$ cat config.mk
export PLATFORM = sky130hd
export DESIGN_NAME = display_bin7
export DESIGN_NICKNAME = d
export VERILOG_FILES = /design/src/rtl/display_bin7_pkg.sv /design/src/rtl/display_bin7_bin7_to_bcd.sv /design/src/rtl/display_bin7.sv
export SDC_FILE = /design/constraint.sdc
export NUM_CORES = 1
export LEC_CHECK = 0
export CAP_MARGIN = 20
export CORE_UTILIZATION = 32
export CTS_CLUSTER_SIZE = 16
export DETAILED_ROUTE_END_ITERATION = 8
export GPL_TIMING_DRIVEN = 0
export PLACE_DENSITY = 0.58
export REMOVE_ABC_BUFFERS = 1
export SETUP_SLACK_MARGIN = 0.4
export SYNTH_ARGS = -nofsm -noshare
export SYNTH_HDL_FRONTEND = slang
export SYNTH_SLANG_ARGS = --single-unit
$ cat constraint.sdc
create_clock -name clk -period 1.6 [get_ports clk]
set_input_delay 0.4 -clock clk [delete_from_list [all_inputs] [get_ports clk]]
set_output_delay 0.4 -clock clk [all_outputs]
set_load 0.03 [all_outputs]
$ cat src/rtl/display_bin7_pkg.sv
// Shared types, segment codes and helpers for the 7-bit binary to 3-digit display back-end.
package display_bin7_pkg;

   localparam int unsigned BIN_W   = 7;
   localparam int unsigned BCD_W   = 4;
   localparam int unsigned SR_W    = BIN_W + 3 * BCD_W;
   localparam int unsigned CNT_W   = 3;
   localparam int unsigned SHIFTS  = BIN_W;
   localparam int unsigned SEG_W   = 7;
   localparam int unsigned DIGITS  = 3;

   typedef enum logic [1:0] {
      ST_IDLE  = 2'd0,
      ST_SHIFT = 2'd1,
      ST_DONE  = 2'd2
   } state_t;

   // Active-low segment codes, bit order {g,f,e,d,c,b,a}
   localparam logic [SEG_W-1:0] SEG_BLANK = 7'h7F;
   localparam logic [SEG_W-1:0] SEG_0     = 7'h40;
   localparam logic [SEG_W-1:0] SEG_1     = 7'h79;
   localparam logic [SEG_W-1:0] SEG_2     = 7'h24;
   localparam logic [SEG_W-1:0] SEG_3     = 7'h30;
   localparam logic [SEG_W-1:0] SEG_4     = 7'h19;
   localparam logic [SEG_W-1:0] SEG_5     = 7'h12;
   localparam logic [SEG_W-1:0] SEG_6     = 7'h02;
   localparam logic [SEG_W-1:0] SEG_7     = 7'h78;
   localparam logic [SEG_W-1:0] SEG_8     = 7'h00;
   localparam logic [SEG_W-1:0] SEG_9     = 7'h10;

   // Decimal digit to segment pattern; codes 10-15 are unreachable and show blank.
   function automatic logic [SEG_W-1:0] seg_of(input logic [BCD_W-1:0] d);
      logic [SEG_W-1:0] s;
      case (d)
         4'd0:    s = SEG_0;
         4'd1:    s = SEG_1;
         4'd2:    s = SEG_2;
         4'd3:    s = SEG_3;
         4'd4:    s = SEG_4;
         4'd5:    s = SEG_5;
         4'd6:    s = SEG_6;
         4'd7:    s = SEG_7;
         4'd8:    s = SEG_8;
         4'd9:    s = SEG_9;
         default: s = SEG_BLANK;
      endcase
      return s;
   endfunction

   // Double-dabble correction: add 3 to every BCD nibble that is 5 or more.
   function automatic logic [SR_W-1:0] dd_adjust(input logic [SR_W-1:0] r);
      logic [SR_W-1:0] a;
      logic [BCD_W-1:0] nib;
      a = r;
      for (int i = 0; i < int'(DIGITS); i++) begin
         nib = r[BIN_W + i*BCD_W +: BCD_W];
         if (nib >= 4'd5) begin
            a[BIN_W + i*BCD_W +: BCD_W] = BCD_W'(nib + 4'd3);
         end
      end
      return a;
   endfunction

endpackage

$ cat src/rtl/display_bin7_bin7_to_bcd.sv
// Multi-cycle shift-add-3 converter from a 7-bit value to committed hundreds/tens/ones digits.
module bin7_to_bcd
   import display_bin7_pkg::*;
(
   input  logic       clk,
   input  logic       rst_n,
   input  logic [6:0] value,
   output logic       busy,
   output logic [3:0] bcd_h,
   output logic [3:0] bcd_t,
   output logic [3:0] bcd_o
);

   state_t            state_q, state_d;
   logic [SR_W-1:0]   sr_q, sr_d;
   logic [CNT_W-1:0]  cnt_q, cnt_d;
   logic [BIN_W-1:0]  last_q, last_d;
   logic              busy_d;
   logic [BCD_W-1:0]  bcd_h_d, bcd_t_d, bcd_o_d;
   logic [SR_W-1:0]   sr_adj;

   always_ff @(posedge clk or negedge rst_n) begin
      if (!rst_n) begin
         state_q <= ST_IDLE;
         sr_q    <= '0;
         cnt_q   <= '0;
         last_q  <= '0;
         busy    <= 1'b0;
         bcd_h   <= '0;
         bcd_t   <= '0;
         bcd_o   <= '0;
      end else begin
         state_q <= state_d;
         sr_q    <= sr_d;
         cnt_q   <= cnt_d;
         last_q  <= last_d;
         busy    <= busy_d;
         bcd_h   <= bcd_h_d;
         bcd_t   <= bcd_t_d;
         bcd_o   <= bcd_o_d;
      end
   end

   assign sr_adj = dd_adjust(sr_q);

   // Any value differing from the last captured one restarts conversion once back in IDLE.
   always_comb begin
      state_d = state_q;
      sr_d    = sr_q;
      cnt_d   = cnt_q;
      last_d  = last_q;
      busy_d  = busy;
      bcd_h_d = bcd_h;
      bcd_t_d = bcd_t;
      bcd_o_d = bcd_o;
      case (state_q)
         ST_IDLE: begin
            if (value != last_q) begin
               sr_d    = {12'b0, value};
               last_d  = value;
               cnt_d   = '0;
               busy_d  = 1'b1;
               state_d = ST_SHIFT;
            end
         end
         ST_SHIFT: begin
            sr_d  = {sr_adj[SR_W-2:0], 1'b0};
            cnt_d = CNT_W'(cnt_q + 3'd1);
            if (cnt_q == CNT_W'(SHIFTS - 1)) begin
               state_d = ST_DONE;
            end
         end
         ST_DONE: begin
            bcd_h_d = sr_q[18:15];
            bcd_t_d = sr_q[14:11];
            bcd_o_d = sr_q[10:7];
            busy_d  = 1'b0;
            state_d = ST_IDLE;
         end
         default: begin
            busy_d  = 1'b0;
            state_d = ST_IDLE;
         end
      endcase
   end

endmodule

$ cat src/rtl/display_bin7.sv
// Synchronises the LED result word, converts it to BCD and scans a 3-digit common-anode display.
module display_bin7
   import display_bin7_pkg::*;
#(
   parameter int unsigned SCAN_DIV = 50000
) (
   input  logic       clk,
   input  logic       rst_n,
   input  logic [6:0] bin_in,
   output logic       busy,
   output logic [3:0] bcd_h,
   output logic [3:0] bcd_t,
   output logic [3:0] bcd_o,
   output logic [6:0] seg,
   output logic [2:0] an
);

   localparam int unsigned SCAN_W = (SCAN_DIV > 1) ? $clog2(SCAN_DIV) : 1;

   logic [BIN_W-1:0]  sync_meta, sync_val;
   logic [SCAN_W-1:0] scan_cnt;
   logic [1:0]        idx;
   logic [SEG_W-1:0]  seg_c;
   logic [2:0]        an_c;

   // Two-flop synchroniser for the asynchronous switch word
   always_ff @(posedge clk or negedge rst_n) begin
      if (!rst_n) begin
         sync_meta <= '0;
         sync_val  <= '0;
      end else begin
         sync_meta <= bin_in;
         sync_val  <= sync_meta;
      end
   end

   bin7_to_bcd u_conv (
      .clk   (clk),
      .rst_n (rst_n),
      .value (sync_val),
      .busy  (busy),
      .bcd_h (bcd_h),
      .bcd_t (bcd_t),
      .bcd_o (bcd_o)
   );

   // Digit-slot timer; idx walks ones -> tens -> hundreds
   always_ff @(posedge clk or negedge rst_n) begin
      if (!rst_n) begin
         scan_cnt <= '0;
         idx      <= 2'd0;
      end else if (scan_cnt == SCAN_W'(SCAN_DIV - 1)) begin
         scan_cnt <= '0;
         idx      <= (idx == 2'd2) ? 2'd0 : 2'(idx + 2'd1);
      end else begin
         scan_cnt <= SCAN_W'(scan_cnt + SCAN_W'(1));
      end
   end

   // Leading-zero blanking: tens only blank when hundreds is also zero
   always_comb begin
      seg_c = SEG_BLANK;
      an_c  = 3'b111;
      case (idx)
         2'd0: begin
            an_c  = 3'b110;
            seg_c = seg_of(bcd_o);
         end
         2'd1: begin
            an_c  = 3'b101;
            seg_c = (bcd_h == 4'd0 && bcd_t == 4'd0) ? SEG_BLANK : seg_of(bcd_t);
         end
         2'd2: begin
            an_c  = 3'b011;
            seg_c = (bcd_h == 4'd0) ? SEG_BLANK : seg_of(bcd_h);
         end
         default: begin
            an_c  = 3'b111;
            seg_c = SEG_BLANK;
         end
      endcase
   end

   always_ff @(posedge clk or negedge rst_n) begin
      if (!rst_n) begin
         seg <= SEG_BLANK;
         an  <= 3'b111;
      end else begin
         seg <= seg_c;
         an  <= an_c;
      end
   end

endmodule

# After elaboration in Yosys (flattened, before gate mapping)
# Memories as Yosys holds them, arrays and structs flattened.
# Index checks and enable logic that the tools add are counted.
word_totals:
  ff_bits: 86
  n_memories: 3
  mem_bits_ro: 336
  out_inout_bits: 23
classes:
  addsub: 6
  order_cmp: 3
  n_eq_ne: 9
  reduce_logical: 10
  n_mux: 18
  n_bitwise: 1
mem_list:
  columns: ["memory", "words", "word_bits", "read_ports", "rd_ports_with_merged_regs", "write_ports", "line", "text"]
  rows:
  - ["(no name shown)", 16, 7, 1, 0, 0, "display_bin7_pkg.sv:34", "case (d)"]
  - ["(no name shown)", 16, 7, 1, 0, 0, "display_bin7_pkg.sv:34", null]
  - ["(no name shown)", 16, 7, 1, 0, 0, "display_bin7_pkg.sv:34", null]
op_table:
  columns: ["op", "n"]
  rows:
  - ["$pmux 19 s2", 1]
  - ["$pmux 7 s3", 1]
  - ["$mux 19", 1]
  - ["$add 16x1->16 const B", 1]
  - ["$eq 16x16->1 const B", 1]
  - ["$mux 16", 1]
  - ["$mux 7", 2]
  - ["$ge 4x3->1 const B", 3]
  - ["$pmux 3 s3", 1]
  - ["$add 4x2->4 const B", 2]
  - ["$logic_not 4->1", 2]
  - ["$mux 4", 2]
  - ["$reduce_and 2->1", 4]
  - ["$ne 7x7->1", 1]
  - ["$mux 2", 3]
  - ["$mux 3", 2]
  - ["$pmux 3 s2", 1]
  - ["$eq 2x1->1 const B", 2]
  - ["$eq 2x2->1 const B", 2]
  - ["$logic_not 2->1", 2]
  - ["$ne 2x1->1 const B", 2]
  - ["$pmux 2 s2", 1]
  - ["$add 3x1->3 const B", 1]
  - ["$add 3x2->3 const B", 1]
  - ["other kinds (7)", 7]

# Logic depth before layout (Yosys ltp)
# Gate-level depths: netlist (run 1).
depth:
  ltp_word: 4
  depth_mapped: 6
  ltp_nobuf: 6

# Hierarchy
# From an unflattened synthesis (run 1), not the netlist that was laid out.
unflattened:
  cells_unflattened: 405
  hier_area_um2: 4379.2
by_module_without_submodules:
  columns: ["mod", "seq_area_each_um2", "cells_each", "n_inst", "area_each_um2"]
  rows:
  - ["display_bin7", 1063.5, 215, 1, 2199.6]
  - ["bin7_to_bcd", 1101.1, 190, 1, 2179.6]

# Worst setup path before layout (run 1)
# OpenSTA, ideal clock, no wires.
synth_path:
  path_kind: "reg-to-reg"
  start: "reg u_conv.bcd_h[1]"
  end: "reg seg[1]"
  path_stages_with_launch: 7
  required_time_ns: 1.506
  setup_ns: 0.094
  arrival_ns: 1.511
  path_buffers: 0
  path_slack_ns: -0.005
  path_cell_list: "dfrtp_1 > inv_1 > ha_1 > nor2_1 > o31ai_1 > a211oi_1 > a31oi_1"
synth_between:
  elab_chain_cells: 4
synth_rtl:
  columns: ["element", "line", "text"]
  rows:
  - ["start, declared", "display_bin7_bin7_to_bcd.sv:9", "output logic [3:0] bcd_h,"]
  - ["start signal, assigned", "display_bin7_bin7_to_bcd.sv:38", "bcd_h <= bcd_h_d;"]
  - ["branches (longest 3 deep; another with $mem_v2 16x7)", null, null]
  - ["$pmux 7 s3 (*)", "display_bin7.sv:64", "case (idx)"]
  - ["via seg_c[1]", "display_bin7.sv:23", "logic [SEG_W-1:0] seg_c;"]
  - ["end signal, assigned", "display_bin7.sv:89", "seg <= seg_c;"]
  - ["end, declared", "display_bin7.sv:14", "output logic [6:0] seg,"]
# Mark *: on every way through the listed nets, which the timed path passes.
# A chain may end at the register's enable or synchronous reset.

# Worst setup path after layout (run 1)
layout_path:
  start: "reg u_conv.last_q[4]"
  end: "reg u_conv.sr_q[6]"
layout_between:
  elab_chain_cells: 3
layout_rtl:
  columns: ["element", "line", "text"]
  rows:
  - ["start, declared", "display_bin7_bin7_to_bcd.sv:17", "logic [BIN_W-1:0] last_q, last_d;"]
  - ["start signal, assigned", "display_bin7_bin7_to_bcd.sv:36", "last_q <= last_d;"]
  - ["$ne 7x7->1", "display_bin7_bin7_to_bcd.sv:58", "if (value != last_q) begin"]
  - ["$ne 2x1->1 (no source line)", null, null]
  - ["$reduce_and 2->1 (no source line)", null, null]
  - ["end signal, assigned", "display_bin7_bin7_to_bcd.sv:34", "sr_q <= sr_d;"]
  - ["end, declared", "display_bin7_bin7_to_bcd.sv:15", "logic [SR_W-1:0] sr_q, sr_d;"]
# Every way passes these cells.

==> results of run 1 <==
[kinds of logic (layout without fill, tap and decap cells)]
logic type | count (synthesis) | after routing | share of synthesized area, %
flops | 86 | 86 | 51.1
simple gates | 96 | 98 | 11.9
xor+xnor | 25 | 25 | 5.17
fa+ha+maj | 25 | 25 | 7.39
buf+inv | 49 | 160 | 4.58
mux | 20 | 20 | 5.05
compound gates | 93 | 94 | 14.7
[how the worst max path moves through the flow]
stage                      start        endpoint  cells past startpoint
6_report        u_conv.last_q[4]  u_conv.sr_q[6]                      5
3_3_place_gp               rst_n    scan_cnt[14]                      1
4_1_cts         u_conv.last_q[2]  u_conv.sr_q[6]                      5
3_5_place_dp   u_conv.state_q[0]  u_conv.sr_q[5]                      3
2_1_floorplan    u_conv.bcd_h[1]          seg[1]                      6
5_1_grt              sync_val[6]  u_conv.sr_q[6]                      5
[state kept, by name (all words and copies together) (netlist names)]
| name | cells |
|---|---|
| u_conv.sr_q | 19 |
| scan_cnt | 16 |
| seg | 7 |
| sync_meta | 7 |
| sync_val | 7 |
| u_conv.last_q | 7 |
| u_conv.bcd_h | 4 |
| u_conv.bcd_o | 4 |
| u_conv.bcd_t | 4 |
| an | 3 |
| u_conv.cnt_q | 3 |
| idx | 2 |
| u_conv.state_q | 2 |
| u_conv.busy | 1 |
[per-stage QoR]
step                      power (W)  worst slack [ps]  TNS, ps  cell area [sq um]  util, %
final                        0.0114             -28.9    -28.9               6390     50.0
after global routing         0.0121             -54.6     -137               6390     50.0
after CTS                    0.0108              9.29        0               5950     46.6
after detailed placement    0.00717              -250    -5110               4730     37.0
after global placement      0.00704             -2960  -247310               4700     36.8
after floorplan             0.00604             -11.7    -11.7               4180        -
[layout by cell type (no fill, tap or decap), types with 6 or more instances in the layout]
cell type / count
ha_2: 6
ha_1: 13
mux2_4: 10
o21ai_0: 8
nor2_1: 13
nor2_4: 8
inv_2: 7
nand2_2: 9
nand2_1: 14
xnor2_1: 14
dfstp_2: 10
dfrtp_1: 53
buf_6: 45
nand2b_1: 10
buf_4: 49
a31oi_1: 6
dfrtp_2: 22
a21oi_2: 6
xor2_2: 7
a21oi_1: 11
clkbuf_16: 9
o21ai_1: 18
mux2i_1: 9
ha_4: 6
inv_1: 25
clkdlybuf4s50_1: 7
[cell type report]
class	count	share of cell area [%]
timing repair buffer	107	16.5
tap	172	3.37
clock buffer	10	3.74
clock inverter	6	1.08
inverter	37	2.41
sequential	86	34.4
multi-input combinational	262	38.6
[routing by layer]
metal  track usage [%]  up-vias
met1              18.6     1677
met2              26.9       91
li1                  -     1615
met4              8.44        0
met5                 0        -
met3              3.45       32
[power by group through the flow]
stage | Combinational, W | Clock [W] | Sequential [W]
floorplan | 0.00230 | 0 | 0.00374
detailed placement | 0.00370 | 0 | 0.00347
CTS | 0.00524 | 0.00220 | 0.00338
global route | 0.00634 | 0.00229 | 0.00350
global placement | 0.00361 | 0 | 0.00343
finish | 0.00587 | 0.00215 | 0.00343
[critical path, stage by stage, from the launching register on]
cell,delay [ps]
dfrtp_1,420
xor2_2,250
nor3_4,60
buf_12,140
a31o_4,270
a221o_2,380
[repair_timing]
action | in CTS | in global routing
pin swaps | 49 | 42
setup endpoints to repair | 89 | 91
hold endpoints to repair | 0 | 0
buffers inserted | 56 | 19
resized for setup | 278 | 83
gates cloned | 3 | 0
==> results.yml, run 1 <==
status:
  violations: "setup timing"
  status: "finished with violations"
sta:
  fin_crit_ps: 1630
  report.final.slew_viol_count: 0
  skew_ps: 7.90
  slew_headroom_pct: 65.2
  finalCritPeriodShare_pct: 102
  finalSetupViolations: 1
  fin_ws_ps: -28.9
  rsz0062_at_grt: "yes"
  max_freq_ghz: 0.614
  worstMarginPinSlew_ps: 522
  hold-worst-slack_ps: 17.1
  hold_viol_final: 0
routing:
  wl_met1_mm: 4.45
  dr.pass1.iters: 4
  vias: 3415
  first_iter_violations: 181
  wl_mm: 10.4
  wl_met2_mm: 5.24
  avgRoutedWirePerCell_um: 15.2
  ant_nets: 0
  wl_met3_um: 335
  vias_per_cell: 5.02
  top_layer: "met4"
  drc: 0
final_layout:
  stdcell_count: 680
  multi_input_area_sq_um: 2460
  regArea_sq_um: 2200
  area_growth_pct: 50.9
  fillers: 1043
  final_nets: 537
  antenna_cells: 0
  drive_gt1_share_pct: 51.4
pwr:
  swShare_pct: 38.3
  power.internal_w: 0.00706
  clkPwrFrac_pct: 18.8
  p_seq_share_pct: 29.9
  power.switching_w: 0.00439
  power_density_nw_per_um2: 1790
  ir_drop_v: 0.000640
  p_leak_nw: 2.71
  power_frac_comb_pct: 51.3
critical_path:
  cp_max_fo: 7
  worst_r2r_path_depth: 5
  r2r-end: "u_conv.sr_q[6]"
  r2r_setup_slack_ps: -30
  r2r_start: "u_conv.last_q[4]"
  start_kind: "flop"
  crit_type: "reg -> reg"
  crit_required_ps: 1830
  critPathCaptureType: "flop"
  cp.arrival_ps: 1860
yosys:
  syn_inst: 394
  async_flop_share_pct: 100
  synth-seq-area-share_pct: 51.1
  synth.largest_area_cell: "dfrtp_1"
  ys_ff_latch: 86
  synth_edf_count: 0
  synth_common_cells: "dfrtp_1 (76), inv_1 (36), o21ai_0 (30)"
  synthTopCellsByArea: "dfrtp_1 (45%), ha_1 (7.4%), dfstp_2 (6.2%), o21ai_0 (3.5%), inv_1 (3.2%)"
  yosysMostFrequentCell: "dfrtp_1"
  syn_area_per_cell_sq_um: 10.7
  ys_warn_count: 0
  synth.top_cell.area_share_pct: 44.9
  synthFlopType: "dfrtp_1"
  synth_area_sq_um: 4230
  synth_cell_types: 55
die:
  fp.dieArea_sq_um: 13700
  initial_core_util_pct: 33.1
  design.core.area_sq_um: 12800
  placementRows: 41
  chipWidth_um: 117
  io_pins: 32
  die_h_um: 117
clock_network:
  clk_latency_ps: 350
  clkSlewWorstSetupHoldPaths_ps: 60
  cts_tree: "done"
  clockBufferDepth: 2
  cts-root-buf: "clkbuf_16"
  cts_buffers: 9
  ctsHtreeMaxLevel: 3
  cts_sinks: 86
  postCtsHoldBufs: 0
hold_path:
  hold_class: "in -> async"
global_routing:
  overflow: 0
  grt_use_total_pct: 15.8
  grt_max_degree: 49
  antenna_found_initial: 0
  grt_pass1_wl_mm: 16.3
  grt_pass1_vias: 3411
placed_design:
  io_buffers: 31
  dpl.hpwl_mm: 5.58
  post-place-cells: 586
  place.gp.congestion: 0.765
run:
  drv_cap: 0
Note: power is estimated with default switching activity, not from simulation.
==> run 2, diff against run 1 <==
--- a/config.mk
+++ b/config.mk
@@ -5,14 +5,16 @@
 export SDC_FILE = /design/constraint.sdc
 export NUM_CORES = 1
 export LEC_CHECK = 0
+export ABC_AREA = 1
 export CAP_MARGIN = 20
 export CORE_UTILIZATION = 32
 export CTS_CLUSTER_SIZE = 16
 export DETAILED_ROUTE_END_ITERATION = 8
+export GPL_ROUTABILITY_DRIVEN = 0
 export GPL_TIMING_DRIVEN = 0
-export PLACE_DENSITY = 0.58
+export PLACE_DENSITY = 0.57
 export REMOVE_ABC_BUFFERS = 1
-export SETUP_SLACK_MARGIN = 0.4
+export SETUP_SLACK_MARGIN = 0.3
 export SYNTH_ARGS = -nofsm -noshare
 export SYNTH_HDL_FRONTEND = slang
 export SYNTH_SLANG_ARGS = --single-unit
==> run 2 against run 1 <==
The run ends with hold timing left. Power grew 4.5%. Die area grew 5.7%. Utilization shrank 0.70 points. First-iteration DRC count grew 27%. Combinational power grew 5.6%. Critical path type unchanged. Critical endpoint is now scan_cnt[8]. Largest cell class unchanged.
==> results.yml, run 2 <==
critical_path:
  cp.arrival_ps: 1730
  worst_r2r_path_depth: 7
  r2r_setup_slack_ps: 100
  start_kind: "flop"
  critPathCaptureType: "flop"
  r2r_start: "scan_cnt[1]"
  endpoint: "scan_cnt[8]"
  crit_start: "scan_cnt[1]"
  crit_type: "reg -> reg"
  crit_required_ps: 1830
  cp_max_fo: 7
  r2r-end: "scan_cnt[8]"
yosys:
  syn_area_per_cell_sq_um: 8.42
  synthFlopType: "dfrtp_1"
  synth_cell_types: 32
  synth.top_cell.area_share_pct: 42.5
  synth_area_sq_um: 4480
  synth.largest_area_cell: "dfrtp_1"
  ys_warn_count: 0
  async_flop_share_pct: 100
  synth_edf_count: 0
  ys_ff_latch: 86
  synth-seq-area-share_pct: 48.4
  syn_inst: 532
  yosysMostFrequentCell: "nand2_1"
  synth_common_cells: "nand2_1 (137), dfrtp_1 (76), inv_1 (60)"
  synthTopCellsByArea: "dfrtp_1 (42%), nand2_1 (11%), ha_1 (7.0%), dfstp_2 (5.9%), o21ai_0 (5.6%)"
sta:
  max_freq_ghz: 0.667
  finalSetupViolations: 0
  hold_viol_final: 8
  finalCritPeriodShare_pct: 93.7
  skew_ps: 8.92
  slew_headroom_pct: 72.2
  fin_crit_ps: 1500
  rsz0062_at_grt: "yes"
  hold-worst-slack_ps: -7.33
  worstMarginPinSlew_ps: 417
  report.final.slew_viol_count: 0
global_routing:
  grt_max_degree: 58
  antenna_found_initial: 0
  grt_pass1_wl_mm: 17.9
  overflow: 0
  grt_pass1_vias: 3788
  grt_use_total_pct: 15.5
routing:
  drc: 0
  vias_per_cell: 4.63
  dr.pass1.iters: 4
  wl_met2_mm: 5.54
  avgRoutedWirePerCell_um: 13.1
  vias: 3805
  wl_mm: 10.8
  ant_nets: 0
  top_layer: "met4"
  wl_met1_mm: 4.64
  first_iter_violations: 230
  wl_met3_um: 353
clock_network:
  cts_sinks: 86
  clk_latency_ps: 340
  cts_buffers: 9
  clkSlewWorstSetupHoldPaths_ps: 60
  cts_tree: "done"
  clockBufferDepth: 2
  cts-root-buf: "clkbuf_16"
  ctsHtreeMaxLevel: 3
final_layout:
  antenna_cells: 0
  final_cell_mix: "nand2_1 (112), dfrtp_1 (60), buf_4 (52)"
  final_nets: 676
  final_area_sq_um: 6630
  final_common_cell: "nand2_1"
  largest_register_ff_count: 19
  area_growth_pct: 48.1
  final_core_util_pct: 49.3
  regMostFlops: "u_conv.sr_q"
  drive_gt1_share_pct: 42.1
  reg_top3: "u_conv.sr_q x19, scan_cnt x16"
  fillers: 1214
die:
  fp.dieArea_sq_um: 14500
  placementRows: 42
  io_pins: 32
  initial_core_util_pct: 33.3
  design.core.area_sq_um: 13500
  die_h_um: 120
  chipWidth_um: 120
status:
  status: "finished with violations"
  violations: "hold timing"
pwr:
  ir_drop_v: 0.000756
  total_power_w: 0.0120
  power_density_nw_per_um2: 1800
  p_leak_nw: 3.09
run:
  drv_cap: 0
placed_design:
  io_buffers: 31
  dpl.hpwl_mm: 5.82
  dpl-instance-area_sq_um: 4960
hold_path:
  hold_class: "in -> async"
-- run 2: what timing repair did --
action                                  4_1_cts  5_1_grt
buffers inserted                             61       13
resized for setup                           279       58
cloned                                        6        0
hold buffers                                  0        0
pin swaps                                    50       41
endpoints found under the setup margin       76       90
-- run 2: critical path, stage by stage (launching register included) --
cell,delay (ps)
dfrtp_1,390
ha_2,200
nand2_2,80
nor2_4,120
nand4_2,100
nor4_4,290
buf_6,170
nor2_1,40
-- run 2: worst min path at each step --
stage,start,slack [ps],end,depth (start not counted)
2_1_floorplan,rst_n,100,idx[0],0
5_1_grt,rst_n,20,sync_meta[0],1
3_3_place_gp,sync_meta[5],330,sync_val[5],0
6_report,rst_n,-7,sync_meta[0],1
3_5_place_dp,sync_meta[0],340,sync_val[0],0
4_1_cts,rst_n,4,sync_meta[0],1
-- run 2: through the flow --
stage                     setup slack [ps]  TNS [ps]  std cells
after floorplan                       -445     -7300        518
after global placement               -2970   -269090        725
after detailed placement              -454     -6740        727
after CTS                             80.9         0        809
after global routing                  39.5         0        822
final                                  100         0        822
-- run 2: cells by family after synthesis --
group,share of synthesized area (%)
simple gates,24.6
flops,48.4
compound gates,9.45
buf+inv,7.49
fa+ha+maj,6.99
xor+xnor,3.13
-- run 2: where the power goes --
part	switching [W]	leakage (nW)	total (W)	internal, W
Combinational	0.00333	1.88	0.00620	0.00287
Clock	0.000819	0.166	0.00238	0.00156
Sequential	0.000541	1.04	0.00339	0.00285
-- run 2: per-layer routing --
layer / global-route usage (%) / vias to the layer above
met5: 0 / -
met4: 5.48 / 0
met3: 3.35 / 26
met2: 27.6 / 76
met1: 18.4 / 1786
li1: - / 1917
-- run 2: final cells by class --
| type | instances | area (sq um) | area share (%) |
|---|---|---|---|
| flip-flops and latches | 86 | 2180 | 32.9 |
| repair inverters | 1 | 7.51 | 0.113 |
| inverters | 67 | 260 | 3.92 |
| clock buffers | 11 | 243 | 3.66 |
| clock inverters | 4 | 95.1 | 1.43 |
| well taps | 176 | 220 | 3.32 |
| repair buffers | 107 | 1090 | 16.5 |
| multi-input cells | 370 | 2530 | 38.2 |
==> run 3, diff against run 2 <==
--- a/config.mk
+++ b/config.mk
@@ -12,7 +12,7 @@
 export DETAILED_ROUTE_END_ITERATION = 8
 export GPL_ROUTABILITY_DRIVEN = 0
 export GPL_TIMING_DRIVEN = 0
-export PLACE_DENSITY = 0.57
+export PLACE_DENSITY = 0.54
 export REMOVE_ABC_BUFFERS = 1
 export SETUP_SLACK_MARGIN = 0.3
 export SYNTH_ARGS = -nofsm -noshare
==> run 3 against run 2 <==
The flow now finishes without violations. Wire length is 2.2% lower. Die area stayed put. Sequential cell count stayed put. Sequential power is 1% higher. Clock-buffer cell count is 3 higher. Combinational power is 1% higher. Via count is 0.13% higher. Global-route usage is 0.38 points lower. Sequential share of layout area is 0.34 points higher. Hold slack better by 30 ps. Critical path depth is 1 higher. Fmax is 4.6% higher. Critical path type unchanged. Largest cell class unchanged.
==> results.yml, run 3 (synthesized netlist as in run 2, its figures left out) <==
global_routing:
  met3_usage_pct: 4.62
  use_met1_pct: 17.5
  grt.busiest_layer: "met2"
  overflow: 0
  grt_use_total_pct: 15.1
  grt_pass1_wl_mm: 17.4
  use_met2_pct: 26.0
  grt_max_degree: 51
  grt_pass1_vias: 3741
  antenna_found_initial: 0
critical_path:
  cp_max_fo: 7
  max_stage_delay_ps: 360
  slowest_stage: "dfrtp_1"
  critPathCaptureType: "flop"
  cp.arrival_ps: 1660
  critical_path.cell_chain: "ha_2, nand2_2, nor2_4, buf_4, nand4_4, nor4_4, buf_6, nor2_1"
  crit_type: "reg -> reg"
  start_kind: "flop"
  crit_required_ps: 1830
placed_design:
  place_ws_ps: -478
  dpl.hpwl_mm: 5.97
  io_buffers: 31
  post-place-cells: 727
final_layout:
  final_common_cell: "nand2_1"
  area_growth_pct: 46.8
  reg_top3: "u_conv.sr_q x19, scan_cnt x16"
  largest_register_ff_count: 19
  final_cell_mix: "nand2_1 (114), dfrtp_1 (58), buf_4 (51)"
  antenna_cells: 0
  stdcell_count: 819
  drive_gt1_share_pct: 42.8
  final_nets: 672
  regMostFlops: "u_conv.sr_q"
  fillers: 1262
  regArea_sq_um: 2190
  multi_input_area_sq_um: 2520
clock_network:
  cts_tree: "done"
  postCtsHoldBufs: 0
  cts_sinks: 86
  clk_latency_ps: 340
  cts-root-buf: "clkbuf_16"
  ctsHtreeMaxLevel: 3
  cts_buffers: 9
  clockBufferDepth: 2
  clkSlewWorstSetupHoldPaths_ps: 60
sta:
  setup_tns_ps: 0
  rsz0062_at_grt: "yes"
  report.final.slew_viol_count: 0
  worstMarginPinSlew_ps: 482
  fin_crit_ps: 1430
  finalSetupViolations: 0
  fin_ws_ps: 167
  finalCritPeriodShare_pct: 89.6
  hold_viol_final: 0
  skew_ps: 9.08
  max_freq_ghz: 0.698
  slew_headroom_pct: 67.8
die:
  die_h_um: 120
  chipWidth_um: 120
  design.core.area_sq_um: 13500
  initial_core_util_pct: 33.3
  fp.dieArea_sq_um: 14500
  io_pins: 32
  placementRows: 42
pwr:
  total_power_w: 0.0119
  ir_drop_v: 0.000800
  power_density_nw_per_um2: 1810
  p_leak_nw: 3.04
routing:
  first_iter_violations: 241
  dr.pass1.iters: 4
  drc: 0
  ant_nets: 0
  vias: 3810
  vias_per_cell: 4.65
  avgRoutedWirePerCell_um: 12.9
  wl_mm: 10.5
status:
  status: "finished, final reports clean"
hold_path:
  hold_class: "in -> async"
run:
  drv_cap: 0
==> run 3: cell count changes in the layout (fill, tap and decap cells not counted), sizes merged <==
cell / previous run / this run
bufinv: 3 / 1
clkbuf: 11 / 14
nand2: 147 / 146
buf: 100 / 97
clkinvlp: 2 / 3
clkinv: 1 / 0
==> run 3: area by class of cell <==
| type | instances | area share (%) |
|---|---|---|
| timing repair buffer | 104 | 16.0 |
| timing repair inverter | 1 | 0.114 |
| clock inverter | 2 | 0.571 |
| clock buffer | 14 | 4.32 |
| tap | 176 | 3.35 |
| multi-input combinational | 369 | 38.3 |
| inverter | 67 | 4.04 |
| sequential | 86 | 33.3 |
==> run 3: stage by stage <==
stage          area, sq um  hold WS, ps  util (%)
2_1_floorplan         4390          104         -
3_3_place_gp          4920          332      36.6
3_5_place_dp          4960          336      36.8
4_1_cts               6170         40.0      45.8
5_1_grt               6570         50.0      48.8
6_report              6570         23.2      48.8
==> run 3: timing repair <==
| action | in CTS | in global routing |
|---|---|---|
| gates resized for setup | 273 | 80 |
| pin swaps | 41 | 40 |
| setup endpoints to repair | 76 | 88 |
| gates cloned | 6 | 0 |
| buffers inserted | 49 | 21 |
==> run 3: power by group <==
group          switching [W]  leakage (nW)  internal, W
combinational        0.00332          1.85      0.00295
sequential          0.000580          1.03      0.00285
clock               0.000817         0.155      0.00138
==> run 3: layer usage <==
| layer | share of wire (%) | wire length [um] |
|---|---|---|
| met5 | 0 | 0 |
| met3 | 3.6 | 384 |
| met4 | 2.1 | 219 |
| met1 | 43 | 4520 |
| met2 | 51 | 5430 |
==> run 3: final timing paths <==
kind | from | depth (start not counted) | slack, ps | endpoint
worst min register to register | sync_meta[2] | 0 | 350 | sync_val[2]
max in group asynchronous | rst_n | 2 | 950 | an[2]
min in group clk | sync_meta[2] | 0 | 350 | sync_val[2]
worst max-delay path | scan_cnt[1] | 8 | 170 | scan_cnt[6]
worst min-delay path | rst_n | 1 | 20 | idx[0]
worst max register to register | scan_cnt[1] | 8 | 170 | scan_cnt[6]
==> run 3: critical path: cells and delay by family, from the launching register on <==
family                     cells  cell delay (ps)
and+or+nand+nor                5              460
adders and majority gates      1              190
DFF                            1              360
buffers and inverters          2              300
